===== config.mk =====
export PLATFORM = sky130hd
export DESIGN_NAME = mem_port_arb
export DESIGN_NICKNAME = d
export VERILOG_FILES = /design/src/rtl/mem_port_arb.sv
export SDC_FILE = /design/constraint.sdc
export NUM_CORES = 1
export LEC_CHECK = 0
export ABC_AREA = 1
export BUFFER_PORTS_ARGS = -buffer_cell sky130_fd_sc_hd__buf_2
export CORE_ASPECT_RATIO = 1.25
export CORE_MARGIN = 1
export CORE_UTILIZATION = 40
export CTS_BUF_LIST = sky130_fd_sc_hd__clkbuf_4
export DETAILED_ROUTE_END_ITERATION = 12
export PLACE_DENSITY = 0.82
export SYNTH_ARGS = -nofsm -noshare
export SYNTH_HDL_FRONTEND = slang
export SYNTH_SLANG_ARGS = --single-unit

===== constraint.sdc =====
create_clock -name clk -period 2.2 [get_ports clk]
set_clock_uncertainty 0.15 [all_clocks]
set_input_delay 0.66 -clock clk [delete_from_list [all_inputs] [get_ports clk]]
set_output_delay 0.66 -clock clk [all_outputs]
set_load 0.01 [all_outputs]

===== src/rtl/mem_port_arb.sv =====
// rtl/mem_port_arb.sv - shared unified-memory arbiter/sequencer for fetch and data ports
//
// Purpose: grants one memory access at a time to either the fetch port or
// the data (load/store) port. It runs each access through a fixed-latency
// ACCESS/WAIT/RESP sequence and returns read data or a store acknowledge.
// Optional fetch anti-starvation is compiled in with MEM_PORT_ARB_STARVE_EN.
//
// Ports:
//   clk, rst              clock, synchronous active-high reset
//   hlt                   core halt; blocks new grants only
//   if_req/if_addr        fetch request; if_gnt accept, if_rvalid/if_rdata response
//   dm_req/dm_we/dm_addr/dm_wdata  data request; dm_gnt accept, dm_rvalid/dm_rdata response
//   mem_en/mem_we/mem_addr/mem_wdata/mem_rdata  single-port memory interface
//   stall_if, stall_mem   pending-but-not-granted indications for the pipeline
module mem_port_arb #(
  parameter int MEM_LAT    = 1,
  parameter int STARVE_MAX = 3
) (
  input  logic        clk,
  input  logic        rst,
  input  logic        hlt,
  input  logic        if_req,
  input  logic [31:0] if_addr,
  output logic        if_gnt,
  output logic        if_rvalid,
  output logic [31:0] if_rdata,
  input  logic        dm_req,
  input  logic        dm_we,
  input  logic [31:0] dm_addr,
  input  logic [31:0] dm_wdata,
  output logic        dm_gnt,
  output logic        dm_rvalid,
  output logic [31:0] dm_rdata,
  output logic        mem_en,
  output logic        mem_we,
  output logic [31:0] mem_addr,
  output logic [31:0] mem_wdata,
  input  logic [31:0] mem_rdata,
  output logic        stall_if,
  output logic        stall_mem
);

  if (MEM_LAT < 1 || MEM_LAT > 4) begin : g_bad_mem_lat
    $error("mem_port_arb: MEM_LAT must be 1..4");
  end
  if (STARVE_MAX < 1 || STARVE_MAX > 15) begin : g_bad_starve_max
    $error("mem_port_arb: STARVE_MAX must be 1..15");
  end

  typedef enum logic [1:0] {IDLE, ACCESS, WAIT, RESP} state_t;

  state_t      state_q, state_d;
  logic        owner_q, owner_d;          // 1 = data port owns the access
  logic        we_q, we_d;
  logic [31:0] addr_q, addr_d;
  logic [31:0] wdata_q, wdata_d;
  logic [31:0] resp_q, resp_d;
  logic [1:0]  lat_q, lat_d;
  logic        mem_en_q, mem_en_d;
  logic        mem_we_q, mem_we_d;
  logic        if_rvalid_q, if_rvalid_d;
  logic        dm_rvalid_q, dm_rvalid_d;

  logic        can_grant;
  logic        promote;
  logic        if_gnt_c;
  logic        dm_gnt_c;

`ifdef MEM_PORT_ARB_STARVE_EN
  logic [3:0]  starve_cnt_q, starve_cnt_d;
  assign promote = (starve_cnt_q == 4'(STARVE_MAX));
`else
  assign promote = 1'b0;
`endif

  // RESP doubles as IDLE so a response and the next grant can share a cycle.
  assign can_grant = ~rst & ~hlt & ((state_q == IDLE) | (state_q == RESP));
  assign dm_gnt_c  = can_grant & dm_req & ~(if_req & promote);
  assign if_gnt_c  = can_grant & if_req & ~dm_gnt_c;

  assign if_gnt    = if_gnt_c;
  assign dm_gnt    = dm_gnt_c;
  assign stall_if  = ~rst & if_req & ~if_gnt_c;
  assign stall_mem = ~rst & dm_req & ~dm_gnt_c;

  assign mem_en    = mem_en_q;
  assign mem_we    = mem_we_q;
  assign mem_addr  = addr_q;
  assign mem_wdata = wdata_q;
  assign if_rvalid = if_rvalid_q;
  assign dm_rvalid = dm_rvalid_q;
  assign if_rdata  = resp_q;
  assign dm_rdata  = resp_q;

  always_comb begin
    state_d     = state_q;
    owner_d     = owner_q;
    we_d        = we_q;
    addr_d      = addr_q;
    wdata_d     = wdata_q;
    resp_d      = resp_q;
    lat_d       = lat_q;
    mem_en_d    = 1'b0;
    mem_we_d    = 1'b0;
    if_rvalid_d = 1'b0;
    dm_rvalid_d = 1'b0;
    case (state_q)
      IDLE, RESP: begin
        state_d = IDLE;
        if (if_gnt_c | dm_gnt_c) begin
          state_d  = ACCESS;
          owner_d  = dm_gnt_c;
          we_d     = dm_gnt_c & dm_we;
          addr_d   = dm_gnt_c ? dm_addr : if_addr;
          wdata_d  = dm_gnt_c ? dm_wdata : 32'h0;
          mem_en_d = 1'b1;
          mem_we_d = dm_gnt_c & dm_we;
        end
      end
      ACCESS: begin
        state_d = WAIT;
        lat_d   = 2'(MEM_LAT - 1);
      end
      WAIT: begin
        if (lat_q == 2'd0) begin
          state_d     = RESP;
          resp_d      = we_q ? 32'h0 : mem_rdata;
          if_rvalid_d = ~owner_q;
          dm_rvalid_d = owner_q;
        end else begin
          lat_d = lat_q - 2'd1;
        end
      end
      default: state_d = IDLE;
    endcase
  end

`ifdef MEM_PORT_ARB_STARVE_EN
  always_comb begin
    starve_cnt_d = starve_cnt_q;
    if (if_gnt_c) begin
      starve_cnt_d = 4'd0;
    end else if (dm_gnt_c & if_req) begin
      starve_cnt_d = starve_cnt_q + 4'd1;
    end
  end
`endif

  always_ff @(posedge clk) begin
    if (rst) begin
      state_q      <= IDLE;
      owner_q      <= 1'b0;
      we_q         <= 1'b0;
      addr_q       <= 32'h0;
      wdata_q      <= 32'h0;
      resp_q       <= 32'h0;
      lat_q        <= 2'd0;
      mem_en_q     <= 1'b0;
      mem_we_q     <= 1'b0;
      if_rvalid_q  <= 1'b0;
      dm_rvalid_q  <= 1'b0;
`ifdef MEM_PORT_ARB_STARVE_EN
      starve_cnt_q <= 4'd0;
`endif
    end else begin
      state_q      <= state_d;
      owner_q      <= owner_d;
      we_q         <= we_d;
      addr_q       <= addr_d;
      wdata_q      <= wdata_d;
      resp_q       <= resp_d;
      lat_q        <= lat_d;
      mem_en_q     <= mem_en_d;
      mem_we_q     <= mem_we_d;
      if_rvalid_q  <= if_rvalid_d;
      dm_rvalid_q  <= dm_rvalid_d;
`ifdef MEM_PORT_ARB_STARVE_EN
      starve_cnt_q <= starve_cnt_d;
`endif
    end
  end

endmodule


After elaboration in Yosys (flattened, before gate mapping)
Index checks and enable logic that the tools add are counted.
{"block": "totals", "inputBits": 134, "out_inout_bits": 136, "memories": 0, "latchBits": 0, "regBits": 106, "mem_bits_ro": 0, "wordCells": 57, "ram_bits": 0}
{"block": "classes", "magnitude_cmp": 0, "n_addsub": 1, "mul": 0, "n_eq_ne": 5, "shifts": 0, "n_div": 0, "bitwise": 21, "n_mux": 9, "n_reduce_logical": 10}
{"cell": "32-bit two-way mux", "n": 3}
{"cell": "1-bit bitwise AND", "n": 10}
{"cell": "1-bit inverter", "n": 9}
{"cell": "2-bit one-hot mux with 3 select lines", "n": 1}
{"cell": "2-bit AND reduction", "n": 3}
{"cell": "3-bit OR reduction", "n": 2}
{"cell": "2-bit equality test, second input constant", "n": 2}
{"cell": "2-bit zero test", "n": 2}
{"cell": "2-bit two-way mux", "n": 2}
{"cell": "2-bit != test, second input constant", "n": 2}
{"cell": "2-bit one-hot mux with 2 select lines", "n": 1}
{"cell": "2-bit OR reduction", "n": 2}
{"cell": "2-bit by 1-bit equality test with 1-bit output, second input constant", "n": 1}
{"cell": "1-bit two-way mux", "n": 2}
{"cell": "1-bit bitwise OR", "n": 2}
{"cell": "2-bit nonzero test", "n": 1}
{"cell": "2-bit by 1-bit subtractor with 2-bit output, second input constant", "n": 1}

Longest topological paths before layout
Gate-level depths: netlist (run 1).
{"block": "logic_depth", "word_depth": 9, "depth_mapped": 9, "depth_no_buf": 8}

Least setup slack after synthesis (run 1)
No wires, ideal clock.
{"block": "synth_timing", "path_kind": "in2out", "from": "in hlt", "to": "out if_gnt", "n_path_buf": 2, "slack_ps": -45, "cell_stages": 5, "t_arrival_ps": 1435, "required_ps": 1390, "path_cell_list": "nor2_4 > nand3_1 > buf_2 > buf_2 > nor2_1"}
{"block": "synth_between", "elab_chain_cells": 6, "word_cells_on_any_way": 7, "classes_between": "bitwise (7)"}
{"element": "start, declared", "line": "21", "source": "input logic hlt,"}
{"element": "1-bit inverter (*)", "line": "77", "source": "assign can_grant = ~rst & ~hlt & ((state_q == IDLE) | (state_q == RESP));"}
{"element": "1-bit bitwise AND (*) (2 in series)", "line": "77"}
{"element": "1-bit bitwise AND", "line": "78", "source": "assign dm_gnt_c = can_grant & dm_req & ~(if_req & promote);"}
{"element": "1-bit inverter", "line": "79", "source": "assign if_gnt_c = can_grant & if_req & ~dm_gnt_c;"}
{"element": "1-bit bitwise AND (*)", "line": "79"}
{"element": "end, declared", "line": "24", "source": "output logic if_gnt,"}
Mark *: on every way between the ends. The rest lies on a longest branch, timed or not.

Worst setup path after layout (run 1)
{"block": "layout_timing", "from": "reg state_q[0]", "to": "out stall_if"}
{"block": "layout_between", "elab_chain_cells": 8, "word_cells_on_any_way": 10, "classes_between": "eq/ne (1); bitwise (8); reduce/logical (1)"}
{"element": "start, declared", "line": "52", "source": "state_t state_q, state_d;"}
{"element": "start signal, assigned", "line": "166", "source": "state_q <= state_d;"}
{"element": "2-bit equality test / 2-bit zero test (equally long branches)", "line": "77"}
{"element": "1-bit bitwise OR (*)", "line": "77"}
{"element": "1-bit bitwise AND (*)", "line": "77"}
{"element": "1-bit bitwise AND", "line": "78"}
{"element": "1-bit inverter", "line": "79"}
{"element": "1-bit bitwise AND (*)", "line": "79"}
{"element": "1-bit inverter (*)", "line": "83", "source": "assign stall_if = ~rst & if_req & ~if_gnt_c;"}
{"element": "1-bit bitwise AND (*)", "line": "83"}
{"element": "end, declared", "line": "39", "source": "output logic stall_if,"}
Marks and branches as above.

==> impl_metrics.toml, run 1 <==
[status]
outcome = "complete, but fails checks"
violations = "setup timing"

[detailed_routing]
vias_per_cell = 4.81
drt-total-wl_um = 13300
drt_first_iter_violations = 215
dr.pass1.iters = 5
wl_per_cell_um = 12.8
vias = 5003
drtAntennaViolNets = 0
drc = 0

[setup_path]
cp-start-kind = "flop"
required_ps = 1390
cp.arrival_ps = 1530
cp_cell_sequence = "inv_2 -> ha_4 -> nand2_4 -> o211ai_1 -> inv_1 -> buf_2"
rr_worst_depth = 8
cp_max_fo = 4
critPathKind = "reg2out"
cpMaxStageDelayCell = "dfxtp_2"
endpoint_kind = "primary output"
critPathMaxStageDelay_ps = 370

[final_layout]
final_design_area_no_fill_um2 = 6220
nets = 1010
fin_cells = 1041
area_delta_synth_final_pct = 30.7
drive_above_1_share_pct = 36.3
fin_util_pct = 53.6

[grt]
grt_pass1_vias = 4231
grt_use_total_pct = 20.8
grt_max_degree = 68
grt_overflow = 0
grt_antenna_before_repair = 1
grt_pass1_wl_um = 20400

[sta]
finalMaxSlewViolations = 0
tns_ps = -374
clock.fmax_mhz = 427
slew_headroom_pct = 62.4
setup_ws_ps = -141
final.period_utilization_pct = 106
fin_crit_ps = 2340
finalHoldViolations = 0
setup_viol = 4
rsz0062_at_grt = "true"
tightest_slew_ps = 564
holdWs_ps = 280

[place]
dp_cells = 1022
place_hpwl_um = 9460
preCtsSetupSlack_ps = -29.7
detailed_place.area_um2 = 6040
gp_congestion = 0.805
portBuffers = 269

[yosys]
synth_cell_types = 19
syn_area_um2 = 4760
yosysSeqAreaShare_pct = 44.6
synth_warnings = 0
synth_nets = 795
syn_area_per_cell_um2 = 7.22
postSynthCellCount = 659
ys_ff_latch = 106

[clock_tree]
ctsHoldBuffers = 0
clk_path_buf_depth = 2
tritoncts = "done"
cts_made_buffers = 9
clock_sinks = 106
h-tree-depth = 3
clock_latency_ps = 440
clockRootBuffer = "clkbuf_4"
clkTransAtPathRegs_ps = 150

[pwr]
p_per_area_nw_per_um2 = 629
p_leak_nw = 3.30
p_total_mw = 3.91
ir_worst_vdd_uv = 293

[worst_hold_path]
hold_class = "in2reg"
hold_depth = 3

[floorplanning]
core_area_um2 = 11600
chipWidth_um = 99.6
initial_utilization_pct = 41.0
io_pins = 270
die_y_um = 124
num_rows = 44
dieArea_um2 = 12300

[flow_run]
maxCapViolCount = 0
-- placed cells by master, fill, tap and decap left out, types with 4 or more instances in the layout --
master and instances:
nand3b_1 33, clkbuf_4 9, inv_2 4, nand3_1 65, a21oi_1 35, buf_4 16
nor2_1 69, dfxtp_1 104, inv_1 11, nand4_1 32, o21ai_0 34, buf_12 4
buf_2 268, nand2_1 174
-- synth_stat cells --
| cell type | number | share of area, % |
|---|---|---|
| nand2_1 | 175 | 14 |
| dfxtp_1 | 106 | 45 |
| nor2_1 | 70 | 5.5 |
| nand3_1 | 66 | 6.9 |
| a21oi_1 | 35 | 3.7 |
| o21ai_0 | 34 | 3.6 |
| buf_4 | 33 | 5.2 |
| nand3b_1 | 33 | 5.2 |
| nand4_1 | 32 | 4.2 |
| clkbuf_1 | 27 | 2.1 |
| buf_2 | 21 | 2.2 |
| inv_1 | 13 | 1.0 |
| buf_1 | 5 | 0.39 |
| inv_2 | 3 | 0.24 |
| ha_1 | 2 | 0.53 |
| a211oi_1 | 1 | 0.16 |
| nand3_2 | 1 | 0.21 |
| nor2_4 | 1 | 0.24 |
| o211ai_1 | 1 | 0.16 |
-- worst paths after layout --
path                   start           to  slack, ps
setup / recovery  state_q[0]     stall_if       -140
hold / removal         dm_we       mem_we        280
setup reg to reg  state_q[0]  mem_addr[6]        270
hold reg to reg      owner_q    dm_rvalid        320
-- metal layers --
layer,vias to the layer above,routed length (µm),global-route usage [%]
met1,2204,5510,25.2
li1,2566,-,-
met4,0,279,9.19
met5,-,0,0
met3,18,838,4.21
met2,215,6660,35.5
-- report_power, final --
part | total (mW) | switching (mW) | internal [mW]
sequential | 2.10 | 0.0616 | 2.04
clock | 0.926 | 0.672 | 0.254
combinational | 0.884 | 0.505 | 0.379
total | 3.91 | 1.24 | 2.68
-- cells by family after synthesis --
family	count (synthesis)	synth area share [%]
AOI/OAI and AO/OA	71	7.57
adders and majority gates	2	0.526
buffers and inverters	102	11.2
DFF	106	44.6
and+or+nand+nor	378	36.1
-- timing repair --
item	CTS	global route
gates resized for setup	6	6
endpoints found under the setup margin	20	26
setup buffers	2	0
pin swaps	2	3
-- sequential cells by signal, summed over array words and instances, names as in the netlist --
name,flops
lat_q,2
mem_wdata,32
dm_rdata,32
mem_addr,32
if_rvalid,1
state_q,2
mem_en,1
dm_rvalid,1
we_q,1
owner_q,1
mem_we,1
-- critical path, delay by kind of cell, from the launching register on --
kind / cells / cell delay [ps]
DFF: 1 / 370
and+or+nand+nor: 1 / 50
AOI/OAI and AO/OA: 1 / 160
adders and majority gates: 1 / 300
buffers and inverters: 3 / 220
-- final cells by class --
| class | count | area, µm² |
|---|---|---|
| sequential | 106 | 2120 |
| tap | 161 | 201 |
| clock inverter | 7 | 58.8 |
| inverter | 16 | 62.6 |
| multi-input combinational | 451 | 2140 |
| antenna | 1 | 2.50 |
| timing repair buffer | 290 | 1560 |
| clock buffer | 9 | 67.6 |
| fill | 1175 | 5400 |
No activity file was read; power rests on OpenSTA's default activity.
==> run 2: changes to the inputs <==
--- a/config.mk
+++ b/config.mk
@@ -8,7 +8,7 @@
 export ABC_AREA = 1
 export BUFFER_PORTS_ARGS = -buffer_cell sky130_fd_sc_hd__buf_2
 export CORE_ASPECT_RATIO = 1.25
-export CORE_MARGIN = 1
+export CORE_MARGIN = 5
 export CORE_UTILIZATION = 40
 export CTS_BUF_LIST = sky130_fd_sc_hd__clkbuf_4
 export DETAILED_ROUTE_END_ITERATION = 12
==> constraint.sdc (replaced) <==
create_clock -name clk -period 2.2 [get_ports clk]
set_clock_uncertainty 0.15 [all_clocks]
set_input_delay 0.11 -clock clk [delete_from_list [all_inputs] [get_ports clk]]
set_output_delay 0.11 -clock clk [all_outputs]
set_load 0.01 [all_outputs]
==> run 2 against run 1 <==
Against the previous run:
- the run now ends clean
- first-iteration DRC count rose by 110%
- die area up 15%
- sequential share of layout area is 6.2 points lower
- wire length rose by 40%
- highest routed layer unchanged
- clock-buffer cell count is the same
- critical path depth increased by 3
- global-route usage up 4.2 points
==> impl_metrics.toml, run 2 (synthesis results as in run 1) <==
[status]
outcome = "finished, final reports clean"

[detailed_routing]
drt-total-wl_um = 18700
vias = 5986
drc = 0
dr.pass1.iters = 6
drt_first_iter_violations = 457
wl_per_cell_um = 15.9
drtAntennaViolNets = 0
vias_per_cell = 5.09

[floorplanning]
initial_utilization_pct = 41.0
chipWidth_um = 108
io_pins = 270
core_area_um2 = 11600
die_y_um = 132
dieArea_um2 = 14200
num_rows = 44

[sta]
finalHoldViolations = 0
rsz0062_at_grt = "false"
clock.fmax_mhz = 478
setup_ws_ps = 109
finalMaxSlewViolations = 0
slew_headroom_pct = 62.7
fin_crit_ps = 2090
tns_ps = 0
setup_viol = 0
tightest_slew_ps = 559
final.period_utilization_pct = 95.0

[setup_path]
critPathMaxStageDelay_ps = 560
cp_cell_sequence = "inv_1 -> ha_4 -> nand3_4 -> buf_12 -> nand2_1 -> nand2_1 -> dlygate4sd3_1 -> nor2_1 -> nor2_1"
critPathKind = "reg2reg"
required_ps = 2410
cpMaxStageDelayCell = "dlygate4sd3_1"
endpoint_kind = "flop"
cp_max_fo = 25
cp-start-kind = "flop"
cp.arrival_ps = 2300

[final_layout]
final_cell_mix = "buf_2 (269), nand2_1 (175), dlygate4sd3_1 (132)"
fin_util_pct = 65.5
area_delta_synth_final_pct = 59.9
drive_above_1_share_pct = 30.9
nets = 1143
final_design_area_no_fill_um2 = 7610
fillCellCount = 896
final_common_cell = "buf_2"

[place]
portBuffers = 269
preCtsSetupSlack_ps = 378
place_hpwl_um = 10600
gp_congestion = 0.857
detailed_place.area_um2 = 6020

[pwr]
p_total_mw = 4.29
p_leak_nw = 3.89
ir_worst_vdd_uv = 319
p_per_area_nw_per_um2 = 564

[grt]
grt_overflow = 0
grt_pass1_wl_um = 29000
grt_antenna_before_repair = 3
grt_max_degree = 51
grt_pass1_vias = 5930
grt_use_total_pct = 24.9

[clock_tree]
clock_latency_ps = 430
clockRootBuffer = "clkbuf_4"
tritoncts = "done"
clk_path_buf_depth = 2
h-tree-depth = 3
clock_sinks = 106
clkTransAtPathRegs_ps = 170
cts_made_buffers = 9

[flow_run]
maxCapViolCount = 0

[worst_hold_path]
hold_class = "in2reg"
-- run 2: changes by cell type in the layout (fill, tap and decap cells not counted), sizes merged --
cell / delta
inv: -1
bufinv: +1
diode: +2
buf: -2
dlygate4sd3: +132
clkbuf: +3
-- run 2: layer usage --
layer  up-vias  track usage (%)  share of wire, %
met5         -                0                 0
li1       2832                -                 -
met3        84             5.78               8.4
met2       359             44.1                50
met1      2711             26.9                36
met4         0             13.9               5.2
-- run 2: worst max-delay path, delay by kind of cell, from the launching register on --
kind	cells	cell delay, ps
and+or+nand+nor	5	400
DFF	1	350
buffers and inverters	3	800
adders and majority gates	1	310
-- run 2: layout make-up --
class | instances | area [µm²] | area share [%]
Antenna cell | 3 | 7.51 | 0.0987
Clock buffer | 9 | 67.6 | 0.888
Clock inverter | 7 | 77.6 | 1.02
Inverter | 16 | 62.6 | 0.822
Multi-Input combinational cell | 451 | 2130 | 28.0
Sequential cell | 106 | 2120 | 27.9
Tap cell | 161 | 201 | 2.65
Timing Repair Buffer | 423 | 2940 | 38.6
-- run 2: final timing paths --
kind / end / slack (ps) / startpoint / cells past startpoint
max: mem_addr[14] / 110 / state_q[0] / 9
min: owner_q / 90 / hlt / 5
max reg2reg: mem_addr[14] / 110 / state_q[0] / 9
min reg2reg: dm_rvalid / 310 / owner_q / 2
-- run 2: repair_timing --
| action | 4_1_cts | 5_1_grt |
|---|---|---|
| gates resized for setup | 2 | 5 |
| endpoints found under the setup margin | 3 | 12 |
| gates cloned | 0 | 3 |
| endpoints found under the hold margin | 103 | 0 |
| setup buffers | 0 | 1 |
| pin swaps | 0 | 1 |
| hold buffers | 132 | 0 |
-- run 2: where the power goes --
group          leakage [nW]  switching [mW]  internal (mW)  total [mW]
sequential            0.864          0.0666           2.04        2.11
combinational          2.94           0.587          0.567        1.15
clock                0.0790           0.669          0.361        1.03
total                  3.89            1.32           2.97        4.29
-- run 2: through the flow --
step	cells	hold slack (ps)
after floorplan	659	71.1
after global placement	1021	171
after detailed placement	1021	170
after CTS	1169	91.8
after global routing	1176	79.6
final	1176	94.2
==> run 3: changes to the inputs <==
==> constraint.sdc (replaced) <==
create_clock -name clk -period 2.2 [get_ports clk]
set_clock_uncertainty 0.15 [all_clocks]
set_input_delay 0.55 -clock clk [delete_from_list [all_inputs] [get_ports clk]]
set_output_delay 0.55 -clock clk [all_outputs]
set_load 0.01 [all_outputs]
==> run 3 against run 2 <==
Against the previous run:
- the run now ends with setup timing left
- design area shrank 18%
- global-route usage shrank 5.9 points
- maximum frequency shrank 7.0%
- hold slack gained 59 ps
- sequential power is essentially flat
- total power shrank 8.9%
- critical path type is now reg2out
- largest power group unchanged
==> impl_metrics.toml, run 3 (synthesis results as in run 1) <==
[status]
outcome = "complete, but fails checks"
violations = "setup timing"

[clock_tree]
cts_made_buffers = 9
clk_path_buf_depth = 2
clockRootBuffer = "clkbuf_4"
ctsHoldBuffers = 0
tritoncts = "done"
h-tree-depth = 3
clkTransAtPathRegs_ps = 160
clock_latency_ps = 440
clock_sinks = 106

[pwr]
netSwitchingFraction_pct = 31.6
pwr-share-comb_pct = 23.1
p_leak_nw = 3.31
p_total_mw = 3.91
p_clk_share_pct = 23.1
p_seq_share_pct = 53.8
ir_worst_vdd_uv = 305
p_per_area_nw_per_um2 = 628
internal-power_mw = 2.68
switchingPower_mw = 1.23

[place]
preCtsSetupSlack_ps = 131
portBuffers = 269
dp_cells = 1021
gp_congestion = 0.814
place_hpwl_um = 10600

[final_layout]
fillCellCount = 1155
multi_input_area_um2 = 2140
ff_latch_area_um2 = 2120
nets = 1014
area_delta_synth_final_pct = 30.9
drive_above_1_share_pct = 36.4
final_common_cell = "buf_2"
fin_cells = 1045
final_cell_mix = "buf_2 (268), nand2_1 (174), dfxtp_1 (104)"

[detailed_routing]
dr.pass1.iters = 5
wl_per_cell_um = 13.9
vias = 5021
vias_per_cell = 4.80
drt-total-wl_um = 14500
drt_first_iter_violations = 245
drtAntennaViolNets = 0
drc = 0

[sta]
setup_viol = 3
slew_headroom_pct = 62.7
tightest_slew_ps = 558
setup_ws_ps = -48.1
holdWs_ps = 153
fin_crit_ps = 2250
rsz0062_at_grt = "true"
finalMaxSlewViolations = 0
tns_ps = -111
final.period_utilization_pct = 102
clock.fmax_mhz = 445
finalHoldViolations = 0

[floorplanning]
num_rows = 44
dieArea_um2 = 14200
initial_utilization_pct = 41.0
io_pins = 270
core_area_um2 = 11600
die_y_um = 132
chipWidth_um = 108

[setup_path]
required_ps = 1500
cp-start-kind = "flop"
critPathKind = "reg2out"
regToRegSetupSlack_ps = 170
cp.arrival_ps = 1550
cp_max_fo = 3
endpoint_kind = "primary output"

[grt]
grt_pass1_wl_um = 22200
grt_pass1_vias = 4570
grt_overflow = 0
grt_antenna_before_repair = 1
grt_max_degree = 68
grt_use_total_pct = 19.1

[flow_run]
maxCapViolCount = 0

[worst_hold_path]
hold_class = "in2reg"
run 3: area by class of cell:
| class | count | share of cell area, % |
|---|---|---|
| inverters | 16 | 1.00 |
| clock inverters | 7 | 0.843 |
| flip-flops and latches | 106 | 34.1 |
| diodes | 1 | 0.0402 |
| multi-input cells | 451 | 34.4 |
| clock buffers | 9 | 1.08 |
| well taps | 161 | 3.23 |
| repair buffers | 294 | 25.3 |
run 3: metal layers:
| metal | vias up | global-route usage [%] | wire (µm) |
|---|---|---|---|
| met5 | - | 0 | 0 |
| met4 | 0 | 7.30 | 331 |
| met3 | 27 | 4.46 | 1150 |
| met2 | 204 | 33.7 | 7170 |
| met1 | 2222 | 22.0 | 5840 |
| li1 | 2568 | - | - |
run 3: final timing paths:
check	cells after the start	end	from
hold / removal	3	mem_we	dm_we
setup / recovery	6	stall_if	state_q[0]
hold reg to reg	1	if_rvalid	owner_q
setup reg to reg	10	mem_addr[0]	state_q[0]
run 3: through the flow:
stage               utilization, %  area, µm²
detailed placement            51.7       6010
CTS                           53.5       6210
global placement              51.7       6010
global route                  53.6       6230
floorplan                        -       4760
finish                        53.6       6230
run 3: worst max-delay path: stages (launching register included):
cell and delay [ps]:
dfxtp_2 360, inv_2 40, ha_4 290, nand2_2 60, o211ai_1 160, inv_1 50, buf_2 130
run 3: what timing repair did:
| item | CTS | global route |
|---|---|---|
| pin swaps | 3 | 3 |
| setup buffers | 5 | 2 |
| setup endpoints to repair | 4 | 4 |
| resized for setup | 8 | 2 |
run 3: power groups by stage:
stage	Combinational [mW]	Clock, mW	Sequential [mW]
after floorplan	0.465	0	2.20
after global placement	0.858	0	2.14
after detailed placement	0.866	0	2.14
after CTS	0.903	0.956	2.10
after global routing	0.999	1.02	2.12
final	0.902	0.905	2.10
